--- src/rtl/nibble_add_sched.sv ---
// Two-requester W-bit adder time-sharing one 4-bit slice, LSB nibble first.
// Optional overflow output enabled by defining NIBBLE_ADD_SCHED_OVF_EN.
module nibble_add_sched #(
  parameter int W = 16
) (
  input  logic         clk,
  input  logic         rst,
  input  logic         req0_valid,
  output logic         req0_ready,
  input  logic [W-1:0] req0_a,
  input  logic [W-1:0] req0_b,
  input  logic         req1_valid,
  output logic         req1_ready,
  input  logic [W-1:0] req1_a,
  input  logic [W-1:0] req1_b,
  output logic         rsp_valid,
  input  logic         rsp_ready,
  output logic [W-1:0] rsp_sum,
  output logic         rsp_cout,
  output logic         rsp_id
`ifdef NIBBLE_ADD_SCHED_OVF_EN
  ,
  output logic         rsp_ovf
`endif
);

  localparam int NIB = W / 4;
  localparam int CW  = (NIB > 1) ? $clog2(NIB) : 1;
  localparam logic [CW-1:0] CNT_LAST = CW'(NIB - 1);

  // Handshake: a transfer happens on the rising edge where valid && ready are
  // both high; ready is a combinational function of state and the valids.
  typedef enum logic [1:0] {IDLE, ADD, DONE} state_t;

  state_t        state_q, state_d;
  logic          last_q, last_d;
  logic          id_q, id_d;
  logic [W-1:0]  a_q, a_d;
  logic [W-1:0]  b_q, b_d;
  logic [W-1:0]  sum_q, sum_d;
  logic          carry_q, carry_d;
  logic [CW-1:0] cnt_q, cnt_d;
  logic          cout_q, cout_d;
  logic          valid_q, valid_d;
`ifdef NIBBLE_ADD_SCHED_OVF_EN
  logic          ovf_q, ovf_d;
`endif

  logic          gnt0, gnt1;
  logic [3:0]    a_nib, b_nib;
  logic [4:0]    nib_sum;

  always_comb begin
    state_d    = state_q;
    last_d     = last_q;
    id_d       = id_q;
    a_d        = a_q;
    b_d        = b_q;
    sum_d      = sum_q;
    carry_d    = carry_q;
    cnt_d      = cnt_q;
    cout_d     = cout_q;
    valid_d    = valid_q;
`ifdef NIBBLE_ADD_SCHED_OVF_EN
    ovf_d      = ovf_q;
`endif
    req0_ready = 1'b0;
    req1_ready = 1'b0;
    gnt0       = req0_valid && (!req1_valid || last_q);
    gnt1       = req1_valid && (!req0_valid || !last_q);
    a_nib      = a_q[4*cnt_q +: 4];
    b_nib      = b_q[4*cnt_q +: 4];
    nib_sum    = {1'b0, a_nib} + {1'b0, b_nib} + {4'b0, carry_q};

    case (state_q)
      IDLE: begin
        req0_ready = gnt0;
        req1_ready = gnt1;
        if (gnt0 || gnt1) begin
          a_d     = gnt1 ? req1_a : req0_a;
          b_d     = gnt1 ? req1_b : req0_b;
          id_d    = gnt1;
          last_d  = gnt1;
          carry_d = 1'b0;
          cnt_d   = '0;
          state_d = ADD;
        end
      end
      ADD: begin
        sum_d[4*cnt_q +: 4] = nib_sum[3:0];
        carry_d             = nib_sum[4];
        if (cnt_q == CNT_LAST) begin
          cout_d  = nib_sum[4];
`ifdef NIBBLE_ADD_SCHED_OVF_EN
          // carry into the MSB is a^b^sum at that bit
          ovf_d   = a_nib[3] ^ b_nib[3] ^ nib_sum[3] ^ nib_sum[4];
`endif
          state_d = DONE;
        end else begin
          cnt_d = cnt_q + CW'(1);
        end
      end
      DONE: begin
        // First DONE cycle registers the response; it is presented the cycle after.
        if (!valid_q) begin
          valid_d = 1'b1;
        end else if (rsp_ready) begin
          valid_d = 1'b0;
          state_d = IDLE;
        end
      end
      default: state_d = IDLE;
    endcase
  end

  always_ff @(posedge clk) begin
    if (rst) begin
      state_q <= IDLE;
      last_q  <= 1'b1;
      id_q    <= 1'b0;
      a_q     <= '0;
      b_q     <= '0;
      sum_q   <= '0;
      carry_q <= 1'b0;
      cnt_q   <= '0;
      cout_q  <= 1'b0;
      valid_q <= 1'b0;
`ifdef NIBBLE_ADD_SCHED_OVF_EN
      ovf_q   <= 1'b0;
`endif
    end else begin
      state_q <= state_d;
      last_q  <= last_d;
      id_q    <= id_d;
      a_q     <= a_d;
      b_q     <= b_d;
      sum_q   <= sum_d;
      carry_q <= carry_d;
      cnt_q   <= cnt_d;
      cout_q  <= cout_d;
      valid_q <= valid_d;
`ifdef NIBBLE_ADD_SCHED_OVF_EN
      ovf_q   <= ovf_d;
`endif
    end
  end

  assign rsp_valid = valid_q;
  assign rsp_sum   = sum_q;
  assign rsp_cout  = cout_q;
  assign rsp_id    = id_q;
`ifdef NIBBLE_ADD_SCHED_OVF_EN
  assign rsp_ovf   = ovf_q;
`endif

endmodule
--- config.mk ---
export PLATFORM = sky130hd
export DESIGN_NAME = nibble_add_sched
export DESIGN_NICKNAME = d
export VERILOG_FILES = /design/src/rtl/nibble_add_sched.sv
export SDC_FILE = /design/constraint.sdc
export NUM_CORES = 1
export LEC_CHECK = 0
export CAP_MARGIN = 40
export CORE_MARGIN = 1
export CORE_UTILIZATION = 35
export DETAILED_ROUTE_END_ITERATION = 10
export SYNTH_ARGS = -nofsm -noshare
export SYNTH_HDL_FRONTEND = slang
export SYNTH_SLANG_ARGS = --single-unit
--- constraint.sdc ---
create_clock -name clk -period 3.2 [get_ports clk]
set_input_delay 0.32 -clock clk [delete_from_list [all_inputs] [get_ports clk]]
set_output_delay 0.32 -clock clk [all_outputs]
set_load 0.02 [all_outputs]
==> metrics.md <==
| Metric | Value |
|---|---|
| Slowest Stage Delay on Critical Path | `580 ps` |
| Final min period | `2750 ps` |
| Reg-to-reg critical path startpoint | `cnt_q[0]` |
| Avg Cell Area, Syn | `10.7 um2` |
| Diodes inserted | `0` |
| Critical path peak fanout | `9` |
| #FFs+latches synth | `57` |
| FF-to-FF End | `rsp_sum[11]` |
| Worst Slack Setup Final | `454 ps` |
| Worst R2R Setup Slack | `450 ps` |
| Initial antenna violation count | `0` |
| Post-Syn Instances | `278` |
| Area of the mapped netlist | `2970 um2` |
| Final Slew Violations | `0` |
| # placed instances | `457` |
| Number of global-route vias before repair | `2341` |
| Worst VDD drop | `0.162 mV` |
| CTS Root Cell | `clkbuf_8` |
| Relative slew slack | `0.480` |
| Die height | `94.1 um` |
| CTS tree | `built` |
| Core area | `8220 um2` |
| Max-cap violation count | `0` |
| Largest net degree at the start of global routing | `66` |
| Crit path depth | `7` |
| Final #Nets | `443` |
| RSZ-0062 raised after global routing | `no` |
| Drt drc | `0` |
| Unique masters post-synth | `41` |
| Final instance area | `4050 um2` |
| Largest delay share family, worst path | `simple AND/OR/NAND/NOR gates` |
| Post-synth top cells | `dfxtp_1, nor2_1, mux2i_1, a211oi_2` |
| Setup Slack @ Placement | `451 ps` |
| Share of layout cells above drive strength 1 | `0.171` |
| Hold path depth | `2` |
| R2R depth | `7` |
| Critical path launch point | `cnt_q[0]` |
| Chip width | `94.1 um` |
| First-pass GRT wire length | `11400 um` |
| Synthesis Warnings | `0` |
| Starting Density | `0.361` |
| Max Fclk | `0.364 GHz` |
| Worst Tran Pin Value | `780 ps` |
| I/O pin total | `90` |
| WP data required | `3420 ps` |
| GRT Total Usage | `0.169` |
| CTS Hold Buffers Added | `0` |
| Total Neg Setup Slack | `0 ps` |
| WP buf/inv | `1` |
| Worst Setup EP | `rsp_sum[11]` |
| Pleak | `1.49 nW` |
| Slowest CP cell | `dfxtp_1` |
| Detailed Route Iter0 Violations | `75` |
| DP Wirelength | `4960 um` |
| Via density | `4.95` |
| Area grow syn2layout | `36.5%` |
| Post-CTS Resized | `0` |
| Final setup violation count | `0` |
| DR vias | `2341` |
| 1st-pass router iterations | `4` |
| Share of the synthesized area in the top cell type | `0.384` |
| CTS clk-pin slew, worst paths | `60 ps` |
| CTS H-tree depth | `3` |
| Most common cell in the netlist | `dfxtp_1` |
| Worst-Skew Late Latency | `330 ps` |
| Total die area | `8860 um2` |
| Max clock buf depth | `2` |
| Clock Sinks | `57` |
| Sequential area share after synthesis | `0.384` |
| Port Buf Inserts | `89` |
| Setup CP Type | `reg -> reg` |
| Syn_nets | `358` |
| Post-synth EDFFs | `0` |
| Final Routed Wirelength | `6750 um` |
| Wire length per cell | `14.3 um` |
| Ys async rst share | `0` |
| CTS Buf Count | `9` |
| GR Overflow Total | `0` |
| GP Congestion | `0.774` |
| Postcts setup bufs | `0` |
| Status | `complete, no violations` |
| FP Rows | `33` |
| Antenna Nets Post-Route | `0` |
| Post-Route Skew | `3.08 ps` |
| Nature of the critical path endpoint | `flip-flop` |
| Power density cells | `455 nW/um2` |
| Worst Hold Class | `reg -> reg` |
| CP startpoint kind | `flip-flop` |
| Ys flop type | `dfxtp_1` |
| Final Cycle Share | `0.858` |
| DP Area | `3880 um2` |
| Largest area contributor in the netlist | `dfxtp_1` |
| Fill cell count | `778` |
| Final std cells w/o fill | `473` |
| Final Hold Viols | `0` |
| Arr. time, crit path | `2970 ps` |
| Worst path cell trace | `buf_4 -> mux4_2 -> ha_1 -> a211oi_1 -> or3b_2 -> a32oi_1 -> nor2_1` |
| Area contributors post-synth | `dfxtp_1, a211oi_2, mux2i_1` |
[routing by layer]
layer | track usage | share of wire | up-vias
met3 | 0.0623 | 0.056 | 8
met4 | 0.0513 | 0.012 | 0
met2 | 0.269 | 0.46 | 78
li1 | - | - | 1187
met1 | 0.213 | 0.47 | 1068
met5 | 0 | 0 | -
[per-stage QoR]
step	power [mW]	hold slack, ps	utilization
after floorplan	1.12	475	-
after global placement	1.27	444	0.472
after detailed placement	1.27	457	0.472
after CTS	1.87	466	0.493
after global routing	1.95	513	0.493
final	1.84	462	0.493
[layout make-up]
class	instances	area, um2	share of cell area
Multi-Input combinational cell	199	1680	0.414
Sequential cell	57	1140	0.282
Tap cell	105	131	0.0324
Inverter	3	11.3	0.00278
Timing Repair Buffer	93	916	0.226
Clock inverter	3	15.0	0.00370
Clock buffer	13	159	0.0392
[cell usage in the layout, fill, tap and decap left out, drive strengths merged, types with 2 or more instances in the layout]
cell           instances
clkinv                 3
clkbuf                13
mux4                   8
nand2                 13
dfxtp                 57
mux2i                 32
a211oi                33
inv                    3
buf                    5
clkdlybuf4s50         88
a21oi                 10
a22oi                 13
and2                   2
nor2                  53
nand3                  3
fa                     2
ha                     9
[report_power, final]
group          switching (mW)  internal (mW)
combinational           0.219          0.230
clock                   0.267          0.319
sequential             0.0412          0.766
total                   0.528           1.31
[state kept, by name, indices dropped and copies added (netlist names), 2 cells and up]
signal   flops
a_q         16
rsp_sum     16
b_q         16
state_q      2
cnt_q        2
[tightest hold or removal path, cell delays in order, from the launching register on]
cell     delay [ps]
dfxtp_1         310
nand2_1          50
a21oi_1          50
[how the worst min path moves through the flow]
stage,startpoint,to,slack [ps]
floorplan,b_q[13],b_q[13],480
global placement,rsp_sum[15],rsp_sum[15],440
detailed placement,rsp_sum[3],rsp_sum[3],460
CTS,rsp_sum[3],rsp_sum[3],470
global route,rsp_sum[15],rsp_sum[15],510
finish,rsp_sum[7],rsp_sum[7],460
[kinds of logic after synthesis]
logic type,share of synthesized area
AO/OA/AOI/OAI,0.208
flip-flops,0.384
multiplexers,0.169
buffers and inverters,0.0539
AND/OR/NAND/NOR,0.131
adder cells (fa/ha/maj),0.0514
XOR/XNOR,0.00295
No activity file was read; power rests on OpenSTA's default activity.
